--- config.mk ---
export PLATFORM = sky130hd
export DESIGN_NAME = pong_match_ctrl
export DESIGN_NICKNAME = d
export VERILOG_FILES = /design/src/rtl/pong_match_ctrl.sv
export SDC_FILE = /design/constraint.sdc
export NUM_CORES = 1
export LEC_CHECK = 0
export ABC_AREA = 1
export CORE_MARGIN = 2
export CORE_UTILIZATION = 66
export CTS_BUF_LIST = sky130_fd_sc_hd__clkbuf_4 sky130_fd_sc_hd__clkbuf_8
export CTS_CLUSTER_SIZE = 24
export DETAILED_ROUTE_END_ITERATION = 12
export DONT_BUFFER_PORTS = 1
export PLACE_DENSITY = 0.94
export SLEW_MARGIN = 20
export SYNTH_ARGS = -nofsm -noshare
export SYNTH_HDL_FRONTEND = slang
export SYNTH_SLANG_ARGS = --single-unit
--- constraint.sdc ---
create_clock -name clk_100MHz -period 2.39 [get_ports clk_100MHz]
set_input_delay 0.478 -clock clk_100MHz [delete_from_list [all_inputs] [get_ports clk_100MHz]]
set_output_delay 0.478 -clock clk_100MHz [all_outputs]
set_load 0.1 [all_outputs]
--- src/rtl/pong_match_ctrl.sv ---
// pong_match_ctrl: match sequencer between the ball/paddle logic and scorer.
// Turns goal levels into one-cycle score pulses, holds the ball for a serve
// delay before every rally, keeps per-player points and declares the winner.
// Optional feature macro: PONG_MATCH_WIN_BY_TWO_EN (win needs a 2-point lead,
// with 15 points as a hard cap). Undefined: first to WIN_POINTS wins.
module pong_match_ctrl #(
   parameter int WIN_POINTS  = 5,
   parameter int SERVE_DELAY = 50_000_000
) (
   input  logic       clk_100MHz,
   input  logic       reset,
   input  logic       goal_A,
   input  logic       goal_B,
   input  logic       btn_start,
   output logic       score_A,
   output logic       score_B,
   output logic       ball_reset,
   output logic       serve_dir,
   output logic [3:0] points_A,
   output logic [3:0] points_B,
   output logic       game_over,
   output logic       winner
);

   localparam int             CNT_W      = (SERVE_DELAY > 1) ? $clog2(SERVE_DELAY) : 1;
   localparam logic [CNT_W-1:0] DELAY_LOAD = CNT_W'(SERVE_DELAY - 1);
   localparam logic [4:0]     WIN_PTS    = 5'(WIN_POINTS);

   typedef enum logic [2:0] {
      IDLE,
      SERVE_WAIT,
      PLAY,
      POINT,
      GAME_OVER
   } state_t;

   state_t state, state_nxt;

   logic [CNT_W-1:0] cnt, cnt_nxt;
   logic             goal_a_q, goal_a_prev;
   logic             goal_b_q, goal_b_prev;
   logic             start_q, start_prev;
   logic             goal_a_rise, goal_b_rise, start_rise;

   logic             score_a_nxt, score_b_nxt, ball_reset_nxt, serve_dir_nxt;
   logic [3:0]       points_a_nxt, points_b_nxt;
   logic             game_over_nxt, winner_nxt;

   logic [4:0]       pa, pb;
   logic             won_a, won_b;

   // Sample the raw inputs and keep the previous sample for edge detection
   always_ff @(posedge clk_100MHz or posedge reset) begin
      if (reset) begin
         goal_a_q    <= 1'b0;
         goal_a_prev <= 1'b0;
         goal_b_q    <= 1'b0;
         goal_b_prev <= 1'b0;
         start_q     <= 1'b0;
         start_prev  <= 1'b0;
      end else begin
         goal_a_q    <= goal_A;
         goal_a_prev <= goal_a_q;
         goal_b_q    <= goal_B;
         goal_b_prev <= goal_b_q;
         start_q     <= btn_start;
         start_prev  <= start_q;
      end
   end

   assign goal_a_rise = goal_a_q & ~goal_a_prev;
   assign goal_b_rise = goal_b_q & ~goal_b_prev;
   assign start_rise  = start_q & ~start_prev;

   assign pa = {1'b0, points_A};
   assign pb = {1'b0, points_B};

`ifdef PONG_MATCH_WIN_BY_TWO_EN
   assign won_a = (pa == 5'd15) || ((pa >= WIN_PTS) && (pa >= pb + 5'd2));
   assign won_b = (pb == 5'd15) || ((pb >= WIN_PTS) && (pb >= pa + 5'd2));
`else
   assign won_a = (pa >= WIN_PTS);
   assign won_b = (pb >= WIN_PTS);
`endif

   // Next-state and next-output logic; every output is registered from here
   always_comb begin
      state_nxt     = state;
      cnt_nxt       = cnt;
      score_a_nxt   = 1'b0;
      score_b_nxt   = 1'b0;
      serve_dir_nxt = serve_dir;
      points_a_nxt  = points_A;
      points_b_nxt  = points_B;
      game_over_nxt = game_over;
      winner_nxt    = winner;

      case (state)
         IDLE: begin
            if (start_rise) begin
               points_a_nxt = 4'd0;
               points_b_nxt = 4'd0;
               cnt_nxt      = DELAY_LOAD;
               state_nxt    = SERVE_WAIT;
            end
         end
         SERVE_WAIT: begin
            if (cnt == '0) begin
               state_nxt = PLAY;
            end else begin
               cnt_nxt = cnt - CNT_W'(1);
            end
         end
         PLAY: begin
            if (goal_a_rise && goal_b_rise) begin
               serve_dir_nxt = ~serve_dir;
               cnt_nxt       = DELAY_LOAD;
               state_nxt     = SERVE_WAIT;
            end else if (goal_a_rise) begin
               score_a_nxt   = 1'b1;
               points_a_nxt  = (points_A == 4'd15) ? 4'd15 : points_A + 4'd1;
               serve_dir_nxt = 1'b1;
               state_nxt     = POINT;
            end else if (goal_b_rise) begin
               score_b_nxt   = 1'b1;
               points_b_nxt  = (points_B == 4'd15) ? 4'd15 : points_B + 4'd1;
               serve_dir_nxt = 1'b0;
               state_nxt     = POINT;
            end
         end
         POINT: begin
            if (won_a) begin
               winner_nxt    = 1'b0;
               game_over_nxt = 1'b1;
               state_nxt     = GAME_OVER;
            end else if (won_b) begin
               winner_nxt    = 1'b1;
               game_over_nxt = 1'b1;
               state_nxt     = GAME_OVER;
            end else begin
               cnt_nxt   = DELAY_LOAD;
               state_nxt = SERVE_WAIT;
            end
         end
         GAME_OVER: begin
            if (start_rise) begin
               points_a_nxt  = 4'd0;
               points_b_nxt  = 4'd0;
               game_over_nxt = 1'b0;
               cnt_nxt       = DELAY_LOAD;
               state_nxt     = SERVE_WAIT;
            end
         end
         default: begin
            state_nxt = IDLE;
         end
      endcase

      ball_reset_nxt = (state_nxt != PLAY);
   end

   // State, counter and registered outputs
   always_ff @(posedge clk_100MHz or posedge reset) begin
      if (reset) begin
         state      <= IDLE;
         cnt        <= '0;
         score_A    <= 1'b0;
         score_B    <= 1'b0;
         ball_reset <= 1'b1;
         serve_dir  <= 1'b0;
         points_A   <= 4'd0;
         points_B   <= 4'd0;
         game_over  <= 1'b0;
         winner     <= 1'b0;
      end else begin
         state      <= state_nxt;
         cnt        <= cnt_nxt;
         score_A    <= score_a_nxt;
         score_B    <= score_b_nxt;
         ball_reset <= ball_reset_nxt;
         serve_dir  <= serve_dir_nxt;
         points_A   <= points_a_nxt;
         points_B   <= points_b_nxt;
         game_over  <= game_over_nxt;
         winner     <= winner_nxt;
      end
   end

endmodule

# ---- Word-level counts from Yosys, hierarchy flattened
# Cells that the tools add are included.
dict set report totals {
  wordCells 100
  regBits 49
  in_bits 5
  output_inout_bits 14
}
dict set report op_classes {
  add_sub_neg 3
  muxes 39
  bitwise_logic 7
  reduce_logical 15
  eq_ne 18
  order_cmp 2
}
# cell count
set op_table {}
lappend op_table {{two-way mux 26 bit} 5}
lappend op_table {{one-hot mux 26 bit (4 select lines)} 1}
lappend op_table {{two-way mux 4 bit} 8}
lappend op_table {{logical NOT 26 bit} 1}
lappend op_table {{subtractor 26 x 1 -> 26 bit (second input constant)} 1}
lappend op_table {{two-way mux 3 bit} 7}
lappend op_table {{inequality test 2 bit (second input constant)} 9}
lappend op_table {{one-hot mux 4 bit (2 select lines)} 2}
lappend op_table {{two-way mux 1 bit} 14}
lappend op_table {{one-hot mux 3 bit (4 select lines)} 1}
lappend op_table {{adder 4 x 1 -> 4 bit (second input constant)} 2}
lappend op_table {{== test 4 bit (second input constant)} 2}
lappend op_table {{>= comparator 4 x 3 -> 1 bit (second input constant)} 2}
lappend op_table {{== test 3 x 2 -> 1 bit (second input constant)} 2}
lappend op_table {{AND reduction 6 bit} 1}
lappend op_table {{nonzero test 2 bit} 3}
lappend op_table {{AND reduction 5 bit} 1}
lappend op_table {{inverter 1 bit} 4}
lappend op_table {{AND reduction 2 bit} 2}
lappend op_table {{AND reduction 4 bit} 1}
lappend op_table {{nonzero test 4 bit} 1}
lappend op_table {{bitwise AND 1 bit} 3}
lappend op_table {{== test 3 x 1 -> 1 bit (second input constant)} 1}
lappend op_table {{== test 3 bit (second input constant)} 1}
lappend op_table {{9 further kinds} 9}

# ---- Depth between registers and ports, before layout
# Gate-level depths: netlist (run 1).
dict set report depth {
  word_depth 7
  depth_mapped 13
  mapped_depth_nobuf 12
}

# ---- Worst setup path after synthesis (run 1)
# Ideal clock, no wire load.
dict set report synth_path {
  path_kind {flip-flop to flip-flop}
  startpoint {reg points_A[1]}
  endpoint {reg cnt[11]}
  path_slack_ns 0.028
  t_arrival_ns 2.226
  t_required_ns 2.253
  stages_incl_launch_ff 12
  period_less_slack_ns 2.362
  setup_ns 0.137
  n_path_buf 1
  cell_sequence {dfrtp_1 -> inv_1 -> ha_1 -> o21ai_0 -> nand2_1 -> nand2_1 -> nand2_1 -> nor2_1 -> nand2_4 -> buf_6 -> nand2_1 -> o21ai_0}
}
dict set report synth_via {
  elab_chain_len 3
}
# item line
set synth_lines {}
lappend synth_lines {{from (decl)} 19} ;# output logic [3:0] points_A,
lappend synth_lines {{from (signal assigned)} 182} ;# points_A <= points_a_nxt;
lappend synth_lines {{>= comparator 4 x 3 -> 1 bit} 82} ;# assign won_a = (pa >= WIN_PTS);
lappend synth_lines {{inequality test 2 bit (no source line)} --}
lappend synth_lines {{AND reduction 6 bit (no source line)} --}
lappend synth_lines {{to (signal assigned)} 177} ;# cnt <= cnt_nxt;
lappend synth_lines {{to (decl)} 39} ;# logic [CNT_W-1:0] cnt, cnt_nxt;
# No other way between the ends.
# A chain may end at the register's enable or synchronous reset.

# ---- Worst setup path after layout (run 1)
dict set report layout_path {
  startpoint {reg points_A[0]}
  endpoint {reg cnt[16]}
}
# Same word-level chain as after synthesis.

==> results of run 1 <==
## layer usage
layer,track usage,vias to the layer above,wire length (µm)
met5,0,-,0
met4,0.0937,0,132
met3,0.0585,22,379
met2,0.447,111,2980
met1,0.363,1200,2600
li1,-,1247,-
## worst max-delay path by stage
stage / to / from / slack [ns]
after floorplan: cnt[11] / points_A[1] / 0.03
final: cnt[16] / points_A[0] / 0.26
after detailed placement: cnt[16] / points_A[0] / 0.31
after global routing: cnt[16] / points_A[0] / 0.08
after CTS: cnt[16] / cnt[0] / 0.28
after global placement: cnt[15] / points_A[0] / 0.43
## sequential cells by signal (all words and copies together), names as in the netlist, 3 cells and up
register / count
cnt: 26
state: 3
points_A: 4
points_B: 4
## power by group through the flow
stage	Clock [µW]	Sequential, µW	Combinational, µW
final	497	1180	677
after global routing	546	1200	784
after CTS	500	1170	674
after detailed placement	0	1180	664
after global placement	0	1170	620
after floorplan	0	1130	561
## layout by cell type (no fill, tap or decap), types with 4 or more instances in the layout
cell type	instances
ha_1	7
buf_4	14
a21oi_1	12
xor2_1	9
or2_2	4
nand3_1	28
inv_1	41
nor2_1	57
o21ai_0	21
o21ai_1	4
clkbuf_8	5
nand2_1	122
nand4_1	9
dfrtp_1	48
## final cells by class
cell class              instances  area share
well taps                      50      0.0208
clock buffers                   5      0.0229
clock inverters                 3     0.00749
flip-flops and latches         49       0.408
multi-input cells             289       0.451
repair buffers                 14      0.0349
inverters                      43      0.0545
## logic make-up after synthesis
kind of cell    Yosys count  synth area share
simple gates            230             0.344
flops                    49             0.439
buf+inv                  48            0.0764
compound gates           42            0.0782
xor+xnor                 10            0.0313
fa+ha+maj                 7            0.0313
## per-stage QoR
stage / power [µW] / util
after CTS: 2350 / 0.747
after global routing: 2530 / 0.747
after detailed placement: 1850 / 0.724
after global placement: 1790 / 0.724
after floorplan: 1690 / -
final: 2360 / 0.747
## worst register-to-register path, delay by kind of cell, from the launching register on
kind	cells	cell delay (ns)
simple gates	7	0.92
buf+inv	3	0.42
flops	1	0.41
fa+ha+maj	1	0.17
compound gates	1	0.15
==> impl_metrics.toml, run 1 <==
[run_status]
status = "completed"

[power]
comb_power_share = 0.287
p_sw_frac = 0.396
switchingPower_uw = 933
p_int_uw = 1420
leakage_uw = 0.00156
p_seq_frac = 0.502
clkPwrFrac = 0.211
ir_worst_vdd_v = 0.000537
power.density_mw_per_mm2 = 783

[setup_path]
ff2ff_setup_slack_ns = 0.26
path_common_cell = "nand2_1"
cp_data_required_time_ns = 2.64
crit_chain = "inv_1, ha_1, inv_1, o21ai_0, nand2_1, nand2_1, nand2_1, nor2_1, nand2_4, inv_4, nand2_1, nand2_1"
crit_fanout = 34
max_stage_delay_ns = 0.41
end_kind = "flop"
worstPathArrival_ns = 2.38
rr_worst_depth = 12
crit_buf_inv = 3
cp_slowest_cell = "dfrtp_1"
worstSetupStartpointType = "flop"
r2r-end = "cnt[16]"
path_depth = 12
reg2reg_from = "points_A[0]"
cp_top_family = "simple AND/OR/NAND/NOR gates"
criticalPathCategory = "flop to flop"

[clock_tree]
htreeDepth = 2
clk_latency_ns = 0.31
postCtsSetupRepairBufs = 0
clkTransAtPathRegs_ns = 0.10
root_buffer = "clkbuf_8"
cts_tree = "done"
hold_buffers = 0
numCtsBuffers = 5
clock_sinks = 49
cts_resized = 0
cts.path.max_buffers = 2

[synthesis]
yosysMostFrequentCell = "nand2_1"
synth_ff_type = "dfrtp_1"
synth_edf_count = 0
synth_area_leaders = "dfrtp_1 (43%), nand2_1 (16%), nor2_1 (7.6%)"
syn_area_mm2 = 0.00280
yosys.area.top_type_share = 0.429
ys_seq_area_frac = 0.439
synth_cell_types = 26
mappedNetlistNets = 398
synth_area_per_cell_um2 = 7.25
synth-seq-cells = 49
synthArstFlopShare = 1.00
synthTopCellsByCount = "nand2_1 (122), nor2_1 (57), dfrtp_1 (48), inv_1 (42), nand3_1 (28)"
synth.largest_area_cell = "dfrtp_1"
yosys_warnings = 0
syn_inst = 386

[final_layout]
final_net_count = 414
seqCellArea_mm2 = 0.00123
layout.cells.non_filler = 453
syn_to_final_growth_pct = 7.47
drive_above_1_share = 0.0893
fillCellCount = 287
multiInputGateArea_mm2 = 0.00136
antenna_cells = 0
final_area_mm2 = 0.00301

[timing]
worst-slew-pin-transition_ns = 0.601
slew_headroom = 0.599
fmaxAchievable_mhz = 470
finalClockSkew_ns = 0.0114
finalHoldViolCount = 0
holdWs_ns = 0.190
setup_viol_count_final = 0
setup_slack_ns = 0.264
rsz0062_at_grt = "no"
tns_ns = 0
report.final.slew_viol_count = 0
fin_crit_sh = 0.890
fin_crit_ns = 2.13

[placed_design]
dp_cells = 445
gp_congestion = 0.886
port_buffers = 0
place_area_mm2 = 0.00292
hpwl_um = 4340
post-place-ws_ns = 0.314

[routing]
vias = 2580
initialDrtViolationCount = 283
viasPerCell = 5.70
drc = 0
firstDrtPassIters = 5
finalWirelength_um = 6100
wl_per_cell_um = 13.5
antenna_left = 0

[die]
num_rows = 23
die_h_um = 69.1
die_area_mm2 = 0.00478
core_mm2 = 0.00403
die_w_um = 69.1
pin_count = 19
floorplan.initialDensity = 0.695

[flow_run]
maxCapViolations = 0

[global_route]
antenna_found_initial = 0
grt_pass1_wl_um = 10700
grt_use_total = 0.274
grt.overflow.total = 0
grt_pass1_vias = 2416
grt_max_degree = 50

[worst_hold_path]
min_to = "goal_a_q"
hp-start = "goal_A"
hold_class = "primary input to flop"
min_path_cells = 0
Power figures use the tool's default switching activity.
==> inputs of run 2 (changes only) <==
--- a/config.mk
+++ b/config.mk
@@ -17,3 +17,4 @@
 export SYNTH_ARGS = -nofsm -noshare
 export SYNTH_HDL_FRONTEND = slang
 export SYNTH_SLANG_ARGS = --single-unit
+export TNS_END_PERCENT = 30
==> results of run 2 <==
The final DEF is identical to that of run 1; final timing and power are the same.
==> inputs of run 3 (changes only) <==
--- a/config.mk
+++ b/config.mk
@@ -13,6 +13,7 @@
 export DETAILED_ROUTE_END_ITERATION = 12
 export DONT_BUFFER_PORTS = 1
 export PLACE_DENSITY = 0.94
+export REMOVE_ABC_BUFFERS = 1
 export SLEW_MARGIN = 20
 export SYNTH_ARGS = -nofsm -noshare
 export SYNTH_HDL_FRONTEND = slang
==> run 3 against run 2 <==
Net effect: combinational power shrank 1%; core utilization shrank 0.12 points; worst hold slack better by 0.0033 ns; clock skew fell by 0.0028 ns; die area stayed put; via count decreased by 2.0%; wire length fell by 2.8%; clock power decreased by 2%; setup slack lost 0.015 ns; global-route usage increased by 0.11 points; cell area shrank 0.17%.
==> impl_metrics.toml, run 3 (synthesis gave the netlist of run 1 again) <==
[timing]
fin_crit_sh = 0.896
holdWs_ns = 0.193
finalClockSkew_ns = 0.00860
fmaxAchievable_mhz = 467
worst-slew-pin-transition_ns = 0.609
rsz0062_at_grt = "no"
finalHoldViolCount = 0
setup_viol_count_final = 0
slew_headroom = 0.594
fin_crit_ns = 2.14
report.final.slew_viol_count = 0

[die]
pin_count = 19
die_h_um = 69.1
die_w_um = 69.1
die_area_mm2 = 0.00478
num_rows = 23
core_mm2 = 0.00403
floorplan.initialDensity = 0.695

[clock_tree]
postCtsSetupRepairBufs = 0
cts.path.max_buffers = 2
clkTransAtPathRegs_ns = 0.09
root_buffer = "clkbuf_8"
cts_tree = "done"
clock_sinks = 49
clk_latency_ns = 0.31
cts_resized = 0
hold_buffers = 0
htreeDepth = 2
numCtsBuffers = 5

[power]
leakage_uw = 0.00155
comb_power_share = 0.287
ir_worst_vdd_v = 0.000511
p_seq_frac = 0.504
clkPwrFrac = 0.209
power.density_mw_per_mm2 = 777
p_int_uw = 1420
switchingPower_uw = 913
p_sw_frac = 0.392

[global_route]
use_met1 = 0.376
antenna_found_initial = 0
grt_pass1_vias = 2434
grt_max_degree = 50
grt_pass1_wl_um = 10700
use_met2 = 0.428
top_usage_layer = "met2"
grt_use_total = 0.275
grt.met3_usage = 0.0453
grt.overflow.total = 0

[setup_path]
cp_slowest_cell = "dfrtp_1"
crit_chain = "inv_1, ha_1, nand2_2, nor2_4, nand2_2, nor2_1, nand2_1, nand2_4, inv_4, nand2_1, nand2_1"
path_common_cell = "nand2_1"
max_stage_delay_ns = 0.41
cp_top_family = "simple AND/OR/NAND/NOR gates"
criticalPathCategory = "flop to flop"
crit_fanout = 34
worstSetupStartpointType = "flop"
worstPathArrival_ns = 2.34
end_kind = "flop"
crit_buf_inv = 2
cp_data_required_time_ns = 2.59

[final_layout]
largest_reg_flops = 26
seqCellArea_mm2 = 0.00123
drive_above_1_share = 0.0893
final_net_count = 414
final_common_cell = "nand2_1"
layout_common_cells = "nand2_1 (122), nor2_1 (57), dfrtp_1 (48), inv_1 (41), nand3_1 (28)"
syn_to_final_growth_pct = 7.29
reg.largest.list = "cnt (26), points_A (4), points_B (4)"
antenna_cells = 0
fillCellCount = 290
largest_register = "cnt"
layout.cells.non_filler = 453
multiInputGateArea_mm2 = 0.00136
final_util = 0.745

[routing]
antenna_left = 0
finalWirelength_um = 5930
wl_per_cell_um = 13.1
initialDrtViolationCount = 289
viasPerCell = 5.58
firstDrtPassIters = 5
drc = 0
vias = 2528

[placed_design]
hpwl_um = 4250
dp_cells = 445
gp_congestion = 0.921
port_buffers = 0

[run_status]
status = "completed"

[flow_run]
maxCapViolations = 0

[worst_hold_path]
hold_class = "primary input to flop"
-- run 3: cell type report --
cell class              count  area share
clock buffers               5      0.0229
clock inverters             3     0.00583
inverters                  43      0.0546
multi-input cells         289       0.452
flip-flops and latches     49       0.409
well taps                  50      0.0208
repair buffers             14      0.0350
-- run 3: routing by layer --
layer  wire length, µm  up-vias  share of wire
met3               374       13          0.063
met1              2540     1172           0.43
met5                 0        -              0
met4               103        0          0.017
met2              2910       92           0.49
li1                  -     1251              -
-- run 3: through the flow --
stage               instance area, µm²  setup WS [ns]  setup TNS, ns  power, µW
global route                      3000        0.00561              0       2490
global placement                  2920          0.436              0       1790
detailed placement                2920          0.331              0       1840
floorplan                         2750       -0.00481        -0.0590       1670
finish                            3000          0.248              0       2330
CTS                               3000          0.288              0       2320
-- run 3: final timing paths --
check / depth (start not counted) / slack, ns / end / startpoint
max in group asynchronous: 2 / 1.78 / points_B[1] / reset
min in group asynchronous: 2 / 0.20 / cnt[19] / reset
max reg2reg: 11 / 0.25 / cnt[12] / cnt[0]
max: 11 / 0.25 / cnt[12] / cnt[0]
min reg2reg: 0 / 0.39 / start_prev / start_q
min: 0 / 0.19 / start_q / btn_start
-- run 3: power groups by stage --
| stage | registers, µW | clock network (µW) | logic (µW) |
|---|---|---|---|
| detailed placement | 1190 | 0 | 652 |
| CTS | 1170 | 489 | 664 |
| finish | 1170 | 487 | 670 |
| floorplan | 1130 | 0 | 545 |
| global placement | 1170 | 0 | 620 |
| global route | 1200 | 519 | 772 |
-- run 3: worst register-to-register path: stages, from the launching register on --
cell and delay, ns:
dfrtp_1 0.41, inv_1 0.09, ha_1 0.28, nand2_2 0.14, nor2_4 0.20, nand2_2 0.07
nor2_1 0.10, nand2_1 0.11, nand2_4 0.31, inv_4 0.17, nand2_1 0.11, nand2_1 0.05
